File: config.mk
export PLATFORM = sky130hd
export DESIGN_NAME = clock_alarm
export DESIGN_NICKNAME = d
export VERILOG_FILES = /design/src/rtl/clock_alarm_pkg.sv /design/src/rtl/bcd_counter.sv /design/src/rtl/clock_alarm.sv
export SDC_FILE = /design/constraint.sdc
export NUM_CORES = 1
export LEC_CHECK = 0
export CORE_MARGIN = 3
export CORE_UTILIZATION = 44
export DETAILED_ROUTE_END_ITERATION = 10
export PLACE_DENSITY = 0.79
export SYNTH_ARGS = -nofsm -noshare
export SYNTH_HDL_FRONTEND = slang
export SYNTH_SLANG_ARGS = --single-unit
export TNS_END_PERCENT = 100
File: constraint.sdc
create_clock -name clk_1hz -period 2.05 [get_ports clk_1hz]
set_input_delay 0.41 -clock clk_1hz [delete_from_list [all_inputs] [get_ports clk_1hz]]
set_output_delay 0.41 -clock clk_1hz [all_outputs]
set_load 0.01 [all_outputs]
File: src/rtl/clock_alarm_pkg.sv
// Shared definitions for the alarm clock: setting-select codes, BCD field limits
// and the packed-BCD increment used by both alarm fields.
package clock_alarm_pkg;

   typedef enum logic [1:0] {
      SEL_NONE = 2'b00,
      SEL_HOUR = 2'b01,
      SEL_MIN  = 2'b10,
      SEL_RSVD = 2'b11
   } sel_e;

   localparam logic [7:0] HOUR_MAX = 8'h23;
   localparam logic [7:0] MIN_MAX  = 8'h59;

   function automatic logic is_bcd(input logic [7:0] v);
      return (v[7:4] <= 4'd9) && (v[3:0] <= 4'd9);
   endfunction

   // Anything at or past the limit, or not valid BCD, wraps straight to 00.
   function automatic logic [7:0] bcd_inc(input logic [7:0] v, input logic [7:0] limit);
      logic [7:0] nxt;
      if (!is_bcd(v) || (v >= limit))
         nxt = 8'h00;
      else if (v[3:0] == 4'd9)
         nxt = {v[7:4] + 4'd1, 4'd0};
      else
         nxt = {v[7:4], v[3:0] + 4'd1};
      return nxt;
   endfunction

endpackage

File: src/rtl/bcd_counter.sv
// Two-digit packed-BCD up counter wrapping from LIMIT to 00, with a
// synchronous active-low clear that overrides the increment.
module bcd_counter
   import clock_alarm_pkg::*;
#(
   parameter logic [7:0] LIMIT = MIN_MAX
) (
   input  logic       clk,
   input  logic       cr,
   input  logic       inc,
   output logic [7:0] count
);

   always_ff @(posedge clk) begin
      if (!cr)
         count <= 8'h00;
      else if (inc)
         count <= bcd_inc(count, LIMIT);
   end

endmodule

File: src/rtl/clock_alarm.sv
// Alarm time storage and compare: rings for the whole matching minute, with the
// beep gated combinationally by en and the 2 Hz tone.
module clock_alarm
   import clock_alarm_pkg::*;
(
   input  logic       clk_1hz,
   input  logic       cr,
   input  logic       clk_2hz,
   input  logic       en,
   input  logic [1:0] alarm_set_select,
   input  logic       set_confirm,
   input  logic [7:0] clock_hour,
   input  logic [7:0] clock_minute,
   output logic [7:0] alarm_hour,
   output logic [7:0] alarm_minute,
   output logic       alarm
);

   sel_e sel;
   logic inc_hour;
   logic inc_min;
   logic match;
   logic ring;

   assign sel      = sel_e'(alarm_set_select);
   assign inc_hour = set_confirm && (sel == SEL_HOUR);
   assign inc_min  = set_confirm && (sel == SEL_MIN);
   assign match    = (clock_hour == alarm_hour) && (clock_minute == alarm_minute);

   bcd_counter #(.LIMIT(HOUR_MAX)) u_hour (
      .clk   (clk_1hz),
      .cr    (cr),
      .inc   (inc_hour),
      .count (alarm_hour)
   );

   // Minute wrap deliberately does not carry into the hour field.
   bcd_counter #(.LIMIT(MIN_MAX)) u_minute (
      .clk   (clk_1hz),
      .cr    (cr),
      .inc   (inc_min),
      .count (alarm_minute)
   );

   always_ff @(posedge clk_1hz) begin
      if (!cr)
         ring <= 1'b0;
      else
         ring <= en && (sel == SEL_NONE) && match;
   end

   assign alarm = ring && en && clk_2hz;

endmodule

Word-level counts from Yosys, hierarchy flattened
Cells that the tools add are included.
{ "op_classes": {"add_sub_neg": 4, "mul": 0, "n_div": 0, "magnitude_cmp": 6, "eq_ne": 6, "shift": 0, "muxes": 4, "n_bitwise": 0, "reduce_logical": 18} }
{ "ops": {"columns": ["op", "count"], "rows": [
  ["two-way mux 8 bit", 4],
  ["adder 4 x 1 -> 4 bit, second input constant", 4],
  ["equality test 8 bit", 2],
  ["<= comparator 4 bit, second input constant", 4],
  ["logical AND 1 bit", 9],
  ["equality test 4 bit, second input constant", 2],
  [">= comparator 8 x 6 -> 1 bit, second input constant", 1],
  [">= comparator 8 x 7 -> 1 bit, second input constant", 1],
  ["AND reduction 2 bit", 2],
  ["nonzero test 2 bit", 2],
  ["equality test 2 x 1 -> 1 bit, second input constant", 1],
  ["equality test 2 bit, second input constant", 1],
  ["zero test 1 bit", 2],
  ["zero test 2 bit", 1],
  ["logical OR 1 bit", 2]
]} }
{ "word_totals": {"reg_bits": 17, "latch_bits": 0, "ramBits": 0, "mem_bits_ro": 0, "input_bits": 23, "elab_cells": 43, "mem_count": 0} }

Longest topological paths before layout
Gate-level depths: netlist (run 1).
{ "depth": {"depth_word": 6, "mapped_depth": 6, "depth_no_buf": 6} }

Hierarchy
A second synthesis (run 1) with hierarchy kept.
{ "hier_totals": {"hier_cells": 131, "area_unflattened_um2": 1139.8} }
{ "by_module_without_submodules": {"columns": ["module", "n_inst", "cells_per_inst", "area_per_inst_um2"], "rows": [
  ["bcd_counter (u_minute)", 1, 52, 459.2],
  ["bcd_counter (u_hour)", 1, 51, 444.2],
  ["clock_alarm", 1, 28, 236.5]
]} }

Worst setup path before layout (run 1)
Ideal clock, no wire load.
{ "synth_timing": {"path_type": "reg2reg", "start": "register u_hour.count[4]", "end": "register u_hour.count[5]", "setup_time_ps": 84, "arrival_ps": 1603, "required_time_ps": 1966, "slack_ps": 363, "stages_incl_launch_ff": 7, "n_path_buf": 0, "cell_sequence": "dfxtp_1 > inv_1 > ha_1 > maj3_2 > a211oi_4 > o21ai_2 > o31ai_2"} }
{ "synth_via": {"elab_chain_len": 6, "word_cells_on_any_way": 10, "classes_between": "add/sub: 1; order compare: 2; mux: 2; reduce/logical: 5"} }
{ "synth_rtl": {"columns": ["item", "line", "text"], "rows": [
  ["start, declared", "bcd_counter.sv:11", "output logic [7:0] count"],
  ["start signal, assigned", "bcd_counter.sv:18", "count <= bcd_inc(count, LIMIT);"],
  ["<= comparator 4 bit", "clock_alarm_pkg.sv:16", "return (v[7:4] <= 4'd9) && (v[3:0] <= 4'd9);"],
  ["logical AND 1 bit", "clock_alarm_pkg.sv:16", null],
  ["zero test 1 bit", "clock_alarm_pkg.sv:22", "if (!is_bcd(v) || (v >= limit))"],
  ["logical OR 1 bit", "clock_alarm_pkg.sv:22", null],
  ["nonzero test 2 bit (no line)", null, null],
  ["AND reduction 2 bit (no line)", null, null]
]} }
Several ways; a longest one is shown, not always the timed one. The select of a mux whose other input is x is not followed.
A chain may end at the register's enable or synchronous reset.

Worst setup path after layout (run 1)
{ "layout_timing": {"start": "input port en", "end": "output port alarm"} }
{ "layout_via": {"elab_chain_len": 2} }
{ "layout_rtl": {"columns": ["item", "line", "text"], "rows": [
  ["start, declared", "clock_alarm.sv:9", "input logic en,"],
  ["logical AND 1 bit (2 in a row)", "clock_alarm.sv:52", "assign alarm = ring && en && clk_2hz;"],
  ["end, declared", "clock_alarm.sv:16", "output logic alarm"]
]} }
No other way between the ends.

==> results of run 1 <==
==> power by group <==
part	total (mW)	switching (mW)	internal (mW)
sequential	0.339	0.00660	0.333
combinational	0.0969	0.0366	0.0602
clock	0.191	0.115	0.0759
total	0.627	0.159	0.469
==> cells in the mapped netlist, drive strengths merged <==
cell and count:
nand4 5, nand3 4, o31ai 1, nand4b 3
nor3 1, inv 7, a21oi 2, maj3 1
a31o 1, xor2 22, nor4 5, nand3b 2
dfxtp 17, nor2 11, buf 2, clkbuf 2
nor2b 1, a211oi 1, o21ai 8, a221oi 1
nand4bb 1, a41oi 1, a2111oi 1, and3 1
o211ai 1, nand2 5, a21o 1, nor3b 1
a21boi 1, and3b 2, or3 3, ha 6
nand2b 1
==> through the flow <==
step | std cells | utilization | setup WS [ns] | hold WS (ns)
after global routing | 192 | 0.679 | 0.0616 | 0.514
after global placement | 188 | 0.668 | 0.0949 | 0.461
final | 192 | 0.679 | 0.0820 | 0.477
after detailed placement | 188 | 0.668 | 0.0860 | 0.464
after CTS | 192 | 0.679 | 0.0805 | 0.480
after floorplan | 122 | - | 0.363 | 0.483
==> path summary, 6_finish.rpt <==
kind | to | from | slack (ns)
min | u_hour.count[7] | u_hour.count[7] | 0.48
max | alarm | en | 0.08
min reg2reg | u_hour.count[7] | u_hour.count[7] | 0.48
max reg2reg | u_minute.count[6] | u_minute.count[5] | 0.24
==> sequential cells by signal, summed over array words and instances, names as in the netlist <==
register        count
u_hour.count        8
u_minute.count      8
ring                1
==> worst reg2reg max path, stage by stage (launching register included) <==
cell and delay [ns]:
sky130_fd_sc_hd__dfxtp_1 0.47, sky130_fd_sc_hd__inv_1 0.13, sky130_fd_sc_hd__ha_1 0.21, sky130_fd_sc_hd__a31o_4 0.26, sky130_fd_sc_hd__a2111oi_2 0.47, sky130_fd_sc_hd__o21ai_1 0.15, sky130_fd_sc_hd__o21ai_2 0.07
==> layout make-up <==
type	instances	area, sq um
Tap cell	28	35.0
Clock buffer	4	26.3
Fill cell	207	737
Multi-Input combinational cell	94	719
Inverter	7	26.3
Sequential cell	17	340
Timing Repair Buffer	42	413
==> logic make-up after synthesis <==
group,after synthesis,synth area share
AO/OA/AOI/OAI,19,0.160
XOR/XNOR,22,0.173
adder cells (fa/ha/maj),7,0.0775
buffers and inverters,11,0.0483
flip-flops,17,0.306
AND/OR/NAND/NOR,46,0.236
==> metal layers <==
| layer | routed length [um] | vias up |
|---|---|---|
| li1 | - | 517 |
| met1 | 1260 | 499 |
| met2 | 1350 | 42 |
| met3 | 194 | 5 |
| met4 | 46 | 0 |
| met5 | 0 | - |
==> results.txt, run 1 <==
The path depth of the worst reg2reg path came out at 6. The critical path goes through clkdlybuf4s50_1 > and3_1 > clkdlybuf4s50_1. Synthesis inferred 17 register bits. The share of the Yosys chip area taken by registers is 0.306. The cell repeated most along the worst path is sky130_fd_sc_hd__clkdlybuf4s50_1. The core area is 2300 sq um. The final critical path time including I/O delays and setup is 1.97 ns. The number of distinct library cells after synthesis is 37. Summing all non-filler instances in the final layout gives an area of 1560 sq um. The post-route total power is 0.627 mW. The average footprint of a synthesized cell came out at 9.13 sq um. 40 I/O pins were placed. The ratio of final minimum period to clock period is 0.960. The run finished with clean final reports. The initial core utilization came out at 0.485. Leaving out fill and tap cells, the most frequent cell in the layout is sky130_fd_sc_hd__clkdlybuf4s50_1. The vias after detailed routing came out at 1063. The number of warnings reported in the yosys synthesis log came out at 0.

After routing, the total negative slack on setup checks comes to 0 ns. The growth of design area from synthesis to finish came out at 40.1%. After clock tree synthesis, the clock-pin slew on the worst setup and hold paths is 0.10 ns. The floorplan step defined a die boundary enclosing 3170 sq um. The analysis attributes to cell leakage a power of 0.625 nW. The weighted congestion at the end of routability-driven global placement came out at 0.911. The maximum number of pins on one net before global-route repair came out at 10.

The number of rows created at floorplan came out at 17. The number of buffer cells added on primary ports is 39. In this run the horizontal extent of the chip is 56.3 um.

The depth of the worst hold-timing path came out at 2. Dividing the detail-routed via count by the number of cells gives 5.54. The post-CTS repair timing setup buffer count is 0. The total overflow reported by the global router came out at 0. The first routing iteration left 33 violations. The net count of the mapped netlist came out at 151. Setup violations remaining at the end of the flow were counted as 0.

The maximum buffer depth of the clock tree came out at 2. The cell with the largest stage delay on the worst path is sky130_fd_sc_hd__clkdlybuf4s50_1. The cell area after synthesis came out at 1110 sq um. The final antenna diode count came out at 0.

The worst endpoint required time came out at 1.64 ns. The pin slew with the least headroom to its limit is 0.419 ns. Summed over all layers, the routed wires come to 2850 um. The number of antenna violations at the first check in global routing is 0. The power density relative to cell area is 402 nW/um^2. TritonCTS built the clock tree. The maximum level of the CTS H-tree came out at 1. After global routing, the most crowded layer is met2. The total count of max-transition violations in the final report is 0.

Post-CTS repair changed the size of 0 cells. The count of final hold-check violations is 0. The met3 track demand over resource is 0.0391. The share of the synthesized area in the top cell type came out at 0.306. The largest incremental delay on the critical path came out at 0.52 ns. The layout net count came out at 194. Grouping stages by cell kind, the critical path spends the most delay in buffers and inverters. The post-placement cell area is 1530 sq um. The type of the worst min-delay path is register to register. The post-route DRC violation count came out at 0. Counting buffers and inverters, the worst setup path is 3 cells deep. The buffers plus inverters on the worst setup path is 2.

The number of global-route vias before repair is 1005. The peak ir drop on the vdd network is 0.373 mV. CTS saw 17 sinks.

The half-perimeter wire length after detailed placement is 2250 um. For this run, the total global-route usage over all layers was measured as 0.183. The critical-path maximum fanout came out at 2. The worst setup path is launched from a primary input. The met2 track utilization from global routing is 0.299. The iteration count of the initial detailed-routing pass is 4.

For this design, the CTS-stage hold fixing added 0 buffers. The wire length per cell is 14.8 um. By area the synthesized netlist is led by sky130_fd_sc_hd__dfxtp_1 (31%), sky130_fd_sc_hd__xor2_1 (17%), sky130_fd_sc_hd__ha_1 (6.7%).

The achievable clock frequency is 0.508 GHz. The wire length of the first global-routing pass came out at 4610 um. The die is 56.3 um tall. The root buffer cell chosen for the clock tree is sky130_fd_sc_hd__clkbuf_4. The ratio of cells with drive above 1 in the final layout is 0.0976. The total CTS buffers is 3. The top cell types in the final layout, fill and taps aside, are sky130_fd_sc_hd__clkdlybuf4s50_1 (39), sky130_fd_sc_hd__xor2_1 (22), sky130_fd_sc_hd__dfxtp_1 (17).

The dominant cell type by area after synthesis is sky130_fd_sc_hd__dfxtp_1. Synthesis produced a netlist whose cell count is 122. Headroom to the max-slew limit came out at 0.719. The insertion delay of the later-clocked pin in the worst-skew pair came out at 0.30 ns.

The worst setup path is captured at a primary output. The critical path data arrival time came out at 1.56 ns. The clock arrives with 0.00115 ns of skew.

The worst setup path category is primary input to primary output. For met1 alone, demand over resource in global routing was 0.234. Max-cap violations in this run came to 0. Setup repair after global routing left no endpoint under its margin. The post-detailed-route count of antenna-violating nets came out at 0.
Power figures use the tool's default switching activity.
==> run 2, diff against run 1 <==
SKIP_LAST_GASP = 1   (was unset)
SLEW_MARGIN = 25   (was unset)
==> results of run 2 <==
The final DEF is identical to that of run 1; final timing and power are the same.
